`src/rtl/uart_rx_pkg.sv`:
```
// Shared definitions for the UART receive controller: state encoding, default frame width, check point.
// Combinational helpers only; no timing or flow-control behaviour of its own.
package uart_rx_pkg;

    typedef enum logic [2:0] {
        IDLE    = 3'd0,
        START   = 3'd1,
        DATA    = 3'd2,
        PARITY  = 3'd3,
        STOP    = 3'd4,
        ERR_CHK = 3'd5
    } state_t;

    localparam int DATA_WIDTH_DEF = 8;

    // Sample point sits two clocks past mid-bit, giving the sampler's majority vote time to settle.
    localparam logic [5:0] CHK_OFFSET = 6'd2;

    function automatic logic [5:0] chk_point(input logic [5:0] prescale);
        return (prescale >> 1) + CHK_OFFSET;
    endfunction

endpackage

```
`src/rtl/uart_rx_fsm.sv`:
```
// UART receive sequencer: drives sampler/deserialiser/checker strobes and reports frame status.
// Strobes decode the current state in-cycle; data_valid/frame_err are registered, one cycle in ERR_CHK; no backpressure.
module uart_rx_fsm
    import uart_rx_pkg::*;
#(
    parameter int DATA_WIDTH = DATA_WIDTH_DEF
) (
    input  logic       clk,
    input  logic       rst,
    input  logic       rx_in,
    input  logic       PAR_EN,
    input  logic [5:0] prescale,
    input  logic [4:0] edge_cnt,
    input  logic [3:0] bit_cnt,
    input  logic       strt_glitch,
    input  logic       par_err,
    input  logic       stp_err,
    output logic       edge_bit_enable,
    output logic       dat_samp_en,
    output logic       deser_en,
    output logic       strt_chk_en,
    output logic       par_chk_en,
    output logic       stp_chk_en,
    output logic       data_valid,
    output logic       frame_err
);

    localparam logic [3:0] LAST_BIT = 4'(DATA_WIDTH);

    state_t     state;
    logic       par_en_q;
    logic       glitch_flag;
    logic       par_flag;
    logic       stp_flag;
    logic       strt_chk_q;
    logic       par_chk_q;
    logic       stp_chk_q;

    logic [5:0] edge_ext;
    logic [5:0] last_edge;
    logic       at_chk;
    logic       eob;
    logic       in_bit;
    logic       glitch_now;
    logic       err_now;
    logic       start_now;

    assign edge_ext  = {1'b0, edge_cnt};
    assign last_edge = prescale - 6'd1;
    assign at_chk    = (edge_ext == chk_point(prescale));

    // A last edge the 5-bit counter can never reach (prescale 0 or above 32) falls back to its top value.
    assign eob = (edge_ext == last_edge) || ((last_edge > 6'd31) && (edge_cnt == 5'd31));

    assign in_bit = (state == START) || (state == DATA) || (state == PARITY) || (state == STOP);

    assign edge_bit_enable = in_bit;
    assign dat_samp_en     = in_bit;
    assign strt_chk_en     = (state == START)  && at_chk;
    assign deser_en        = (state == DATA)   && at_chk;
    assign par_chk_en      = (state == PARITY) && at_chk;
    assign stp_chk_en      = (state == STOP)   && at_chk;

    // Checker results land one cycle after their enable; include the in-flight result so a late
    // stop check still counts when the bit ends on the very next edge.
    assign glitch_now = glitch_flag | (strt_chk_q & strt_glitch);
    assign err_now    = par_flag | stp_flag | (par_chk_q & par_err) | (stp_chk_q & stp_err);
    assign start_now  = ((state == IDLE) || (state == ERR_CHK)) && !rx_in;

    always_ff @(posedge clk or posedge rst) begin
        if (rst) begin
            state       <= IDLE;
            par_en_q    <= 1'b0;
            glitch_flag <= 1'b0;
            par_flag    <= 1'b0;
            stp_flag    <= 1'b0;
            strt_chk_q  <= 1'b0;
            par_chk_q   <= 1'b0;
            stp_chk_q   <= 1'b0;
            data_valid  <= 1'b0;
            frame_err   <= 1'b0;
        end else begin
            data_valid <= 1'b0;
            frame_err  <= 1'b0;
            strt_chk_q <= strt_chk_en;
            par_chk_q  <= par_chk_en;
            stp_chk_q  <= stp_chk_en;

            if (strt_chk_q && strt_glitch) glitch_flag <= 1'b1;
            if (par_chk_q && par_err)      par_flag    <= 1'b1;
            if (stp_chk_q && stp_err)      stp_flag    <= 1'b1;

            case (state)
                IDLE: begin
                    if (!rx_in) state <= START;
                end
                START: begin
                    if (eob) state <= glitch_now ? IDLE : DATA;
                end
                DATA: begin
                    if (eob && (bit_cnt >= LAST_BIT)) state <= par_en_q ? PARITY : STOP;
                end
                PARITY: begin
                    if (eob) state <= STOP;
                end
                STOP: begin
                    if (eob) begin
                        state      <= ERR_CHK;
                        data_valid <= !err_now;
                        frame_err  <= err_now;
                    end
                end
                ERR_CHK: begin
                    state <= rx_in ? IDLE : START;
                end
                default: state <= IDLE;
            endcase

            // New frame: take a fresh parity setting and forget the previous frame's verdicts.
            if (start_now) begin
                par_en_q    <= PAR_EN;
                glitch_flag <= 1'b0;
                par_flag    <= 1'b0;
                stp_flag    <= 1'b0;
                strt_chk_q  <= 1'b0;
                par_chk_q   <= 1'b0;
                stp_chk_q   <= 1'b0;
            end
        end
    end

endmodule

```
`config.mk`:
```
export PLATFORM = sky130hd
export DESIGN_NAME = uart_rx_fsm
export DESIGN_NICKNAME = d
export VERILOG_FILES = /design/src/rtl/uart_rx_pkg.sv /design/src/rtl/uart_rx_fsm.sv
export SDC_FILE = /design/constraint.sdc
export NUM_CORES = 1
export LEC_CHECK = 0
export CORE_ASPECT_RATIO = 1.2
export CORE_MARGIN = 2
export CORE_UTILIZATION = 30
export DETAILED_ROUTE_END_ITERATION = 7
export HOLD_SLACK_MARGIN = 0.12
export PLACE_DENSITY = 0.62
export SETUP_SLACK_MARGIN = 0.1
export SLEW_MARGIN = 10
export SYNTH_ARGS = -nofsm -noshare
export SYNTH_HDL_FRONTEND = slang
export SYNTH_SLANG_ARGS = --single-unit
```
`constraint.sdc`:
```
create_clock -name clk -period 5.45 [get_ports clk]
set_input_delay 1.09 -clock clk [delete_from_list [all_inputs] [get_ports clk]]
set_output_delay 1.09 -clock clk [all_outputs]
set_load 0.05 [all_outputs]
```
# [After elaboration in Yosys (flattened, before gate mapping)]
# Cells that the tools add are included.
[word_totals] regBits=12 latch_bits=0 ram_bits=0 rom_bits=0 output_inout_bits=8 memories=0
[op_classes] addsub=2 n_mul=0 div=0 magnitude_cmp=2 eq_ne=13 shifts=0 n_mux=22 bitwise=7 n_reduce_logical=22
[ops] op="$mux 3" n=6
[ops] op="$pmux 3 s6" n=1
[ops] op="$mux 1" n=14
[ops] op="$eq 5x6->1" n=2
[ops] op="$logic_and 1x1->1" n=10
[ops] op="$ne 2x2->1 const B" n=4
[ops] op="$add 5x2->6 const B" n=1
[ops] op="$eq 3x2->1 const B" n=2
[ops] op="$eq 3x3->1 const B" n=2
[ops] op="$gt 6x5->1 const B" n=1
[ops] op="$reduce_bool 2->1" n=3
[ops] op="$sub 6x1->6 const B" n=1
[ops] op="$eq 5x5->1 const B" n=1
[ops] op="$logic_or 1x1->1" n=5
[ops] op="$reduce_and 5->1" n=1
[ops] op="$ge 4x4->1 const B" n=1
[ops] op="$or 1x1->1" n=4
[ops] op="$and 1x1->1" n=3
[ops] op="$eq 3x1->1 const B" n=1
[ops] op="$logic_not 3->1" n=1
[ops] op="$logic_not 1->1" n=2
[ops] op="$mux 2" n=1
[ops] op="$ne 2x1->1 const B" n=1

# [Logic depth before layout (Yosys ltp)]
# Gate-level depths: netlist (run 1).
[depth] depth_word=7 mapped_depth=8 depth_no_buf=8

# [Least setup slack after synthesis (run 1)]
# Ideal clock, no wire load.
[synth_timing] path_kind="input-to-output" from="input port prescale[2]" to="output port par_chk_en" t_arrival_ns=3.066 required_time_ns=4.360 path_slack_ns=1.294 path_stages=6 path_cell_list="inv_1 > ha_1 > xor2_1 > nor3_1 > o2111ai_1 > nor3_1"
[synth_via] elab_chain_len=3
[synth_lines] element="start, declared" line="uart_rx_fsm.sv:12" text="input logic [5:0] prescale,"
[synth_lines] element="$add 5x2->6" line="uart_rx_pkg.sv:20" text="return (prescale >> 1) + CHK_OFFSET;"
[synth_lines] element="$eq 5x6->1" line="uart_rx_fsm.sv:50" text="assign at_chk = (edge_ext == chk_point(prescale));"
[synth_lines] element="$logic_and 1x1->1" line="uart_rx_fsm.sv:61" text="assign par_chk_en = (state == PARITY) && at_chk;"
[synth_lines] element="end, declared" line="uart_rx_fsm.sv:22" text="output logic par_chk_en,"
# Every way passes these cells.

# [Worst setup path after layout (run 1)]
[layout_timing] from="input port prescale[3]" to="output port par_chk_en"
# Same word-level chain as after synthesis.

==> results.json, run 1 <==
{
  "status": "finished, final reports clean",
  "clockBufferDepth": 2,
  "post_route_cells_drive_above_1_share": 0.0725,
  "grt_pass1_wl_mm": 3.68,
  "wl_per_cell_microns": 12.3,
  "synth-edff-count": 0,
  "period_minus_slack_ps": 4990,
  "yosys_warnings": 0,
  "dieArea_sq_um": 3580,
  "cts.sinks": 12,
  "fp-row-count": 22,
  "start_util": 0.308,
  "fill_cells": 325,
  "cts_tree": "yes",
  "layout_commonest_cell": "clkdlybuf4s50_1",
  "crit_slowest_cell": "clkdlybuf4s50_1",
  "end_kind": "primary output",
  "slew_headroom": 0.491,
  "ys_types": 36,
  "maxSlewViolCount": 0,
  "diodes": 0,
  "achievable-frequency_mhz": 200,
  "dp_hpwl_mm": 1.77,
  "fp.dieW_microns": 54.9,
  "globalplace.congestion": 0.908,
  "crit_chain": "clkdlybuf4s50_1 > inv_1 > ha_1 > xor2_1 > nor3_1 > o2111ai_1 > nor3_1 > clkdlybuf4s50_1",
  "path_clk_slew_ps": 70,
  "antenna_found_initial": 0,
  "max_stage_delay_ps": 840,
  "ir_drop_mv": 0.217,
  "ant_nets": 0,
  "synthArstFlopShare": 1.00,
  "final_cell_mix": "clkdlybuf4s50_1 (26), nor2_1 (12), dfrtp_1 (12), xnor2_1 (9)",
  "syn_nets": 137,
  "p_leak_nw": 0.527,
  "rsz0062_at_grt": "no",
  "multiInputGateArea_sq_um": 591,
  "critPathMaxFanout": 7,
  "holdWs_ps": 507,
  "drtPass1Iterations": 4,
  "die_h_microns": 65.1,
  "cts-resized-gates": 0,
  "grt_max_degree": 13,
  "critical_path_arrival_ps": 3900,
  "setup_viol_count_final": 0,
  "syn_area_sq_um": 933,
  "drt_iter0_markers": 15,
  "cts_buffers": 3,
  "regArea_sq_um": 300,
  "grt_overflow": 0,
  "totalPowerFinal_mw": 0.403,
  "fin_crit_sh": 0.916,
  "critPathRequiredTime_ps": 4360,
  "grt_use_total": 0.135,
  "cts_hold_buf": 0,
  "cts.htree.levels": 1,
  "port_buffers": 26,
  "utilization": 0.414,
  "clockRootBuffer": "clkbuf_4",
  "syn_to_final_growth_pct": 34.2,
  "vias": 879,
  "powerDensity_nw_per_um2": 322,
  "core_sq_um": 3030,
  "synth_ff_type": "dfrtp_1",
  "io_pins": 30,
  "ys_ff_latch": 12,
  "fin_skew_ps": 1.20,
  "max_cap_violations": 0,
  "start_kind": "primary input",
  "postCtsSetupBuffers": 0,
  "clk_latency_ps": 260,
  "path_class": "in2out",
  "hp-class": "reg2reg",
  "drcViolationCount": 0,
  "ys_seq_area_frac": 0.322,
  "grt_pass1_vias": 900,
  "tns_ps": 0,
  "syn_avg_cell_area_sq_um": 8.41,
  "wirelength_mm": 2.14,
  "viasPerCell": 5.05,
  "worst_pin_slew_ps": 757,
  "postSynthCellCount": 111,
  "nNetsFinal": 166,
  "hold_viol_final": 0
}
==> where the power goes <==
group | internal [mW] | total [mW] | switching (mW)
clock | 0.0255 | 0.0511 | 0.0256
combinational | 0.0944 | 0.227 | 0.132
sequential | 0.105 | 0.125 | 0.0200
total | 0.225 | 0.403 | 0.178
==> worst paths after layout <==
check                                     endpoint  slack [ps]  depth (start not counted)                    start
min                        glitch_flag$_DFFE_PP0P_         510                          2  glitch_flag$_DFFE_PP0P_
max in group asynchronous      stp_chk_q$_DFF_PP0_        4030                          2                      rst
max reg2reg                   state[0]$_DFFE_PP0P_        3440                          6     state[1]$_DFFE_PP0P_
min in group asynchronous  glitch_flag$_DFFE_PP0P_        1120                          2                      rst
max                                     par_chk_en         460                          8              prescale[3]
min reg2reg                glitch_flag$_DFFE_PP0P_         510                          2  glitch_flag$_DFFE_PP0P_
==> layout make-up <==
type | count | share of cell area
Clock buffer | 3 | 0.0180
Tap cell | 36 | 0.0360
Inverter | 7 | 0.0210
Multi-Input combinational cell | 89 | 0.472
Sequential cell | 12 | 0.240
Timing Repair Buffer | 27 | 0.214
==> per-layer routing <==
metal	global-route usage	share of wire	up-vias
met5	0	0	-
met3	0.00909	0.057	5
met2	0.229	0.49	31
met4	0.0732	0.016	0
met1	0.163	0.44	396
li1	-	-	447
==> kinds of logic after synthesis <==
logic type | after synthesis | synth area share
flops | 12 | 0.322
fa+ha+maj | 4 | 0.0536
simple gates | 46 | 0.256
mux | 2 | 0.0228
xor+xnor | 14 | 0.131
buf+inv | 10 | 0.0456
compound gates | 23 | 0.169
==> synth_stat cells (2+ instances only) <==
library cell | count | area, sq um
dfrtp_1 | 12 | 300
ha_1 | 4 | 50.1
a21oi_1 | 8 | 40.0
xnor2_1 | 9 | 78.8
xor2_1 | 5 | 43.8
o211ai_1 | 3 | 22.5
nand2_1 | 5 | 18.8
o2111ai_1 | 2 | 17.5
nor2_1 | 12 | 45.0
and3_1 | 4 | 25.0
nand2b_1 | 2 | 12.5
o21ai_0 | 3 | 15.0
nand3_1 | 5 | 25.0
nor2b_1 | 2 | 12.5
inv_1 | 7 | 26.3
nor3_1 | 8 | 40.0
==> worst max-delay path, delay by kind of cell <==
kind            cells  cell delay (ps)
buf+inv             3             1550
simple gates        2              480
compound gates      1              350
fa+ha+maj           1              290
xor+xnor            1              140
==> sequential cells by signal, indices dropped and copies added, names as in the netlist <==
signal       count
data_valid       1
frame_err        1
glitch_flag      1
par_chk_q        1
par_en_q         1
par_flag         1
state            3
stp_chk_q        1
stp_flag         1
strt_chk_q       1
==> per-stage QoR <==
step / cell area [sq um] / instances / setup WS (ps)
floorplan: 933 / 111 / 1290
global placement: 1230 / 171 / 478
detailed placement: 1230 / 171 / 426
CTS: 1250 / 174 / 427
global route: 1250 / 174 / 218
finish: 1250 / 174 / 457
(Power assumes the default switching activity.)
==> run 2, diff against run 1 <==
--- a/config.mk
+++ b/config.mk
@@ -12,6 +12,7 @@
 export HOLD_SLACK_MARGIN = 0.12
 export PLACE_DENSITY = 0.62
 export SETUP_SLACK_MARGIN = 0.1
+export SKIP_LAST_GASP = 1
 export SLEW_MARGIN = 10
 export SYNTH_ARGS = -nofsm -noshare
 export SYNTH_HDL_FRONTEND = slang
==> results of run 2 <==
No change in the layout: final DEF, timing and power equal those of run 1.
==> run 3, diff against run 2 <==
--- a/config.mk
+++ b/config.mk
@@ -13,7 +13,7 @@
 export PLACE_DENSITY = 0.62
 export SETUP_SLACK_MARGIN = 0.1
 export SKIP_LAST_GASP = 1
-export SLEW_MARGIN = 10
+export SLEW_MARGIN = 20
 export SYNTH_ARGS = -nofsm -noshare
 export SYNTH_HDL_FRONTEND = slang
 export SYNTH_SLANG_ARGS = --single-unit
==> results of run 3 <==
No change in the layout: final DEF, timing and power equal those of run 1.
==> RTL edit 1: new RTL, config.mk and constraints of run 2 <==
Re-encode `state_t` (6 states) as one-hot, 6 bits wide.
--- a/src/rtl/uart_rx_pkg.sv
+++ b/src/rtl/uart_rx_pkg.sv
@@ -2,13 +2,13 @@
 // Combinational helpers only; no timing or flow-control behaviour of its own.
 package uart_rx_pkg;
 
-    typedef enum logic [2:0] {
-        IDLE    = 3'd0,
-        START   = 3'd1,
-        DATA    = 3'd2,
-        PARITY  = 3'd3,
-        STOP    = 3'd4,
-        ERR_CHK = 3'd5
+    typedef enum logic [5:0] {
+        IDLE    = 6'b000001,
+        START   = 6'b000010,
+        DATA    = 6'b000100,
+        PARITY  = 6'b001000,
+        STOP    = 6'b010000,
+        ERR_CHK = 6'b100000
     } state_t;
 
     localparam int DATA_WIDTH_DEF = 8;
Formal check against the unedited RTL: same outputs for any inputs over 10 cycles, from zero or initial values and one cycle with rst high; not proved beyond that.
==> RTL edit 1 against run 2 <==
  * Synthesized area grew 19%
  * Sequential cell count grew 3
  * Design area grew 15%
  * Wire length grew 19%
  * Worst setup slack lost 0.014 ns
  * Worst hold slack lost 0.029 ns
  * Register-to-register slack lost 0.19 ns
  * Via count grew 17%
  * Total power grew 32%
  * Critical path type unchanged
==> RTL edit 1: results (changes against run 2) <==
Synth
  – Xor/xnor cell area share of the yosys netlist: 0.126 (was 0.131)
  – Synth Area per Inst: 8.61 µm² (was 8.41 µm²)
  – Register area share after synthesis: 0.339 (was 0.322)
  – Most frequent cells after synthesis: 19 x nor2_1, 14 x dfrtp_1, 12 x xnor2_1, 9 x inv_1, 9 x o21ai_0 (was 12 x dfrtp_1, 12 x nor2_1, 9 x xnor2_1, 8 x a21oi_1, 8 x nor3_1)
  – Top cells by area, synth: dfrtp_1 32%, xnor2_1 9.5%, nor2_1 6.4% (was dfrtp_1 32%, xnor2_1 8.4%, ha_1 5.4%)
  – Mux contribution to synthesized area: 0.0236 (was 0.0228)
  – Adder-cell share of the synthesized area: 0.0450 (was 0.0536)
  – Mapped Nets: 155 (was 137)

Finish
  – Multi-input logic area: 673 µm² (was 591 µm²)
  – Max reg flops: 6 (was 3)
  – Layout cells sized above 1: 0.0844 (was 0.0725)
  – Final nets: 181 (was 166)
  – Fill cell count: 383 (was 325)

Place
  – Placed Area: 1390 µm² (was 1230 µm²)
  – Pre-CTS setup slack: 0.414 ns (was 0.426 ns)
  – DP Cell Count: 189 (was 171)
  – Placer Congestion: 0.761 (was 0.908)

GRT
  – Pin count of the biggest net entering global routing: 16 (was 13)
  – First-pass GRT wire length: 4.31 mm (was 3.68 mm)
  – Total track usage: 0.128 (was 0.135)

Route
  – Routed wire length: 2.55 mm (was 2.14 mm)
  – Initial DRC Count: 27 (was 15)

Clock tree
  – Root Buffer: clkbuf_8 (was clkbuf_4)

Worst setup path
  – Crit-path max cell delay: 0.82 ns (was 0.84 ns)

Power
  – P_leak: 0.594 nW (was 0.527 nW)

Status
  – Run status: finished clean (unchanged)

Timing
  – Tmin final: 5.01 ns (was 4.99 ns)
  – Slew headroom: 0.532 (was 0.491)
  – Final hold slack: 0.477 ns (was 0.507 ns)
  – Worst Skew: 0.00285 ns (was 0.00120 ns)
==> RTL edit 1: cell count changes after synthesis, moves of 3 or more <==
cell     change
nor2_1       +7
o21ai_0      +6
and3_1       -4
xnor2_1      +3
==> RTL edit 1: cells by family (layout without fill, tap and decap cells) <==
group | after synthesis | in the layout
xor gates and xnor gates | 16 | 16
DFF | 15 | 15
muxes | 2 | 2
AOI/OAI and AO/OA | 29 | 29
buffers and inverters | 14 | 39
adders and majority gates | 4 | 4
and+or+nand+nor | 49 | 49
==> RTL edit 1: worst reg2reg max path, cell delays in order (launching register included) <==
cell     delay [ns]
dfrtp_1        0.44
nor3_1         0.61
nor4b_2        0.63
mux2_2         0.40
==> RTL edit 1: final cells by class <==
cell class,instances,share of cell area
Sequential cell,15,0.262
Clock buffer,3,0.0287
Timing Repair Buffer,26,0.181
Tap cell,39,0.0339
Clock inverter,1,0.00348
Multi-Input combinational cell,100,0.468
Inverter,9,0.0235
==> RTL edit 1: per-layer routing <==
layer	routed length, µm	up-vias	GRT usage
li1	-	504	-
met3	85	4	0.0128
met5	0	-	0
met2	1370	27	0.242
met4	38	0	0.0469
met1	1050	491	0.142
==> RTL edit 1: report_power, final <==
group | switching (mW) | leakage (nW) | internal, mW
Sequential | 0.0311 | 0.202 | 0.134
Combinational | 0.158 | 0.367 | 0.119
Clock | 0.0396 | 0.0255 | 0.0505
Total | 0.228 | 0.594 | 0.304
==> RTL edit 1: worst paths after layout <==
path | endpoint | from | cells past startpoint
min in group asynchronous | glitch_flag | rst | 2
max in group asynchronous | state[0] | rst | 2
max | par_chk_en | prescale[2] | 8
max reg2reg | par_en_q | state[2] | 3
min | stp_flag | stp_flag | 2
min reg2reg | stp_flag | stp_flag | 2
==> RTL edit 2: new RTL, config.mk and constraints of run 2 <==
Without the edit above. Reset style: synchronous (`rst`), changed in one clocked block.
--- a/src/rtl/uart_rx_fsm.sv
+++ b/src/rtl/uart_rx_fsm.sv
@@ -67,7 +67,7 @@
     assign err_now    = par_flag | stp_flag | (par_chk_q & par_err) | (stp_chk_q & stp_err);
     assign start_now  = ((state == IDLE) || (state == ERR_CHK)) && !rx_in;
 
-    always_ff @(posedge clk or posedge rst) begin
+    always_ff @(posedge clk) begin
         if (rst) begin
             state       <= IDLE;
             par_en_q    <= 1'b0;
Formal check against the unedited RTL: differs if rst is asserted again (counterexample within 4 cycles, from zero or initial values and one cycle with rst high); with rst held inactive, the same outputs for 10 cycles.
==> RTL edit 2 against run 2 <==
  * Synthesized area is 1.5% higher
  * Design area is 1.7% lower
  * Sequential cell count stayed put
  * Wire length is 3.9% lower
  * Die area is 1.4% higher
  * Core utilization is 0.70 points lower
  * Total power is 11% lower
  * Sequential share of layout area is 4.5 points lower
  * Worst setup slack worse by 0.034 ns
  * Maximum frequency is 0.68% lower
==> RTL edit 2: results (changes against run 2) <==
Worst setup path
  – Worst Setup EP: par_chk_en (unchanged)
  – Worst R2R Setup Slack: 3.83 ns (was 3.44 ns)
  – Crit-path max cell delay: 0.84 ns (about the same)
  – Slowest CP cell: clkdlybuf4s50_1 (unchanged)
  – Worst r2r src: state[1] (unchanged)
  – Worst path arrival time: 3.94 ns (was 3.90 ns)
  – Crit path launch: prescale[2] (was prescale[3])
  – CP max FO: 6 (was 7)
  – Worst r2r dst: state[1] (was state[0])

Route
  – Top Metal Used: met4 (unchanged)
  – Initial DRC Count: 8 (was 15)
  – Drt first pass iters: 4 (unchanged)
  – Met2 wire len: 1.07 mm (was 1.05 mm)
  – Routed WL per cell: 11.6 µm (was 12.3 µm)
  – Met3 wire length: 117 µm (was 121 µm)
  – Vias/cell: 5.02 (was 5.05)
  – Met1 WL: 839 µm (was 938 µm)

Min path
  – Worst Hold Class: reg -> reg (unchanged)

Synth
  – Most frequent cells after synthesis: 15 x nor2_1, 12 x dfxtp_1, 10 x xnor2_1, 9 x nand2_1, 8 x a21oi_1 (was 12 x dfrtp_1, 12 x nor2_1, 9 x xnor2_1, 8 x a21oi_1, 8 x nor3_1)
  – Cell variety after synth: 40 (was 36)
  – Yosys warns: 0 (unchanged)
  – Top FF cell, synth: dfxtp_1 (was dfrtp_1)
  – Mapped Nets: 144 (was 137)
  – Top cells by area, synth: dfxtp_1 25%, xnor2_1 9.2%, nor2_1 5.9% (was dfrtp_1 32%, xnor2_1 8.4%, ha_1 5.4%)
  – Synth async-reset ratio: 0 (was 1.00)
  – Register area share after synthesis: 0.254 (was 0.322)
  – Cell count after synthesis: 118 (was 111)

Finish
  – Fin cells: 177 (was 174)
  – Final nets: 169 (was 166)
  – Fill cell count: 329 (was 325)
  – Layout cells sized above 1: 0.0780 (was 0.0725)
  – ANT cells: 0 (unchanged)

GRT
  – Met3 GRT Util: 0.0197 (was 0.00909)
  – First-pass GRT wire length: 3.40 mm (was 3.68 mm)
  – Pin count of the biggest net entering global routing: 14 (was 13)
  – Total track usage: 0.114 (was 0.135)
  – Routing usage on met2: 0.226 (was 0.229)
  – Number of global-route vias before repair: 844 (was 900)
  – Grt met1 use: 0.117 (was 0.163)

Place
  – Placer Congestion: 0.829 (was 0.908)
  – Placed Area: 1210 µm² (was 1230 µm²)
  – Pre-CTS setup slack: 0.420 ns (was 0.426 ns)
  – DP Cell Count: 174 (was 171)
  – Hpwl dp: 1.71 mm (was 1.77 mm)

Status
  – Run status: finished clean (unchanged)

Clock tree
  – CTS buffer count: 3 (unchanged)
  – Root Buffer: clkbuf_4 (unchanged)
  – CTS resizes: 0 (unchanged)
  – Clock Path Buffers: 2 (unchanged)
  – H-Tree Depth: 1 (unchanged)

Power
  – Max IR drop VDD: 0.131 mV (was 0.217 mV)
  – Switch share: 0.431 (was 0.442)
  – P_leak: 0.442 nW (was 0.527 nW)

Timing
  – Tmin final: 5.03 ns (was 4.99 ns)
  – Worst-Margin Slew: 0.602 ns (was 0.757 ns)
  – Worst Skew: 0.00103 ns (was 0.00120 ns)
RTL edit 2: changes by cell type in the layout (fill, tap and decap cells not counted), moves of 2 or more:
cell and change:
nor2_1 +3, nand2b_1 +3, nand2_1 +4, o211ai_1 -2, nor3_1 -3, dfxtp_1 +12
dfrtp_1 -12, inv_1 -2, and3_1 -3
RTL edit 2: final cells by class:
cell class | count | area (µm²) | share of cell area
Sequential cell | 12 | 240 | 0.195
Timing Repair Buffer | 27 | 268 | 0.217
Clock buffer | 3 | 22.5 | 0.0183
Inverter | 5 | 18.8 | 0.0152
Tap cell | 36 | 45.0 | 0.0366
Multi-Input combinational cell | 94 | 637 | 0.517
RTL edit 2: worst min-delay path by stage:
stage                     cells after the start     endpoint  slack, ns        start
after floorplan                               2  glitch_flag       0.42  glitch_flag
after global placement                        2  glitch_flag       0.45  glitch_flag
after detailed placement                      2  glitch_flag       0.45  glitch_flag
after CTS                                     2  glitch_flag       0.47  glitch_flag
after global routing                          2  glitch_flag       0.49  glitch_flag
final                                         2  glitch_flag       0.46  glitch_flag
RTL edit 2: power groups by stage:
stage / Combinational (mW) / Sequential, mW / Clock, mW
after floorplan: 0.162 / 0.105 / 0
after global placement: 0.194 / 0.115 / 0
after detailed placement: 0.196 / 0.115 / 0
after CTS: 0.197 / 0.113 / 0.0541
after global routing: 0.211 / 0.116 / 0.0568
final: 0.194 / 0.114 / 0.0524
RTL edit 2: cell families (layout without fill, tap and decap cells):
logic type,after synthesis,count (layout),share of synthesized area
DFF,12,12,0.254
AOI/OAI and AO/OA,22,22,0.165
xor gates and xnor gates,14,14,0.129
adders and majority gates,4,4,0.0528
and+or+nand+nor,52,52,0.304
muxes,2,2,0.0211
buffers and inverters,12,35,0.0740
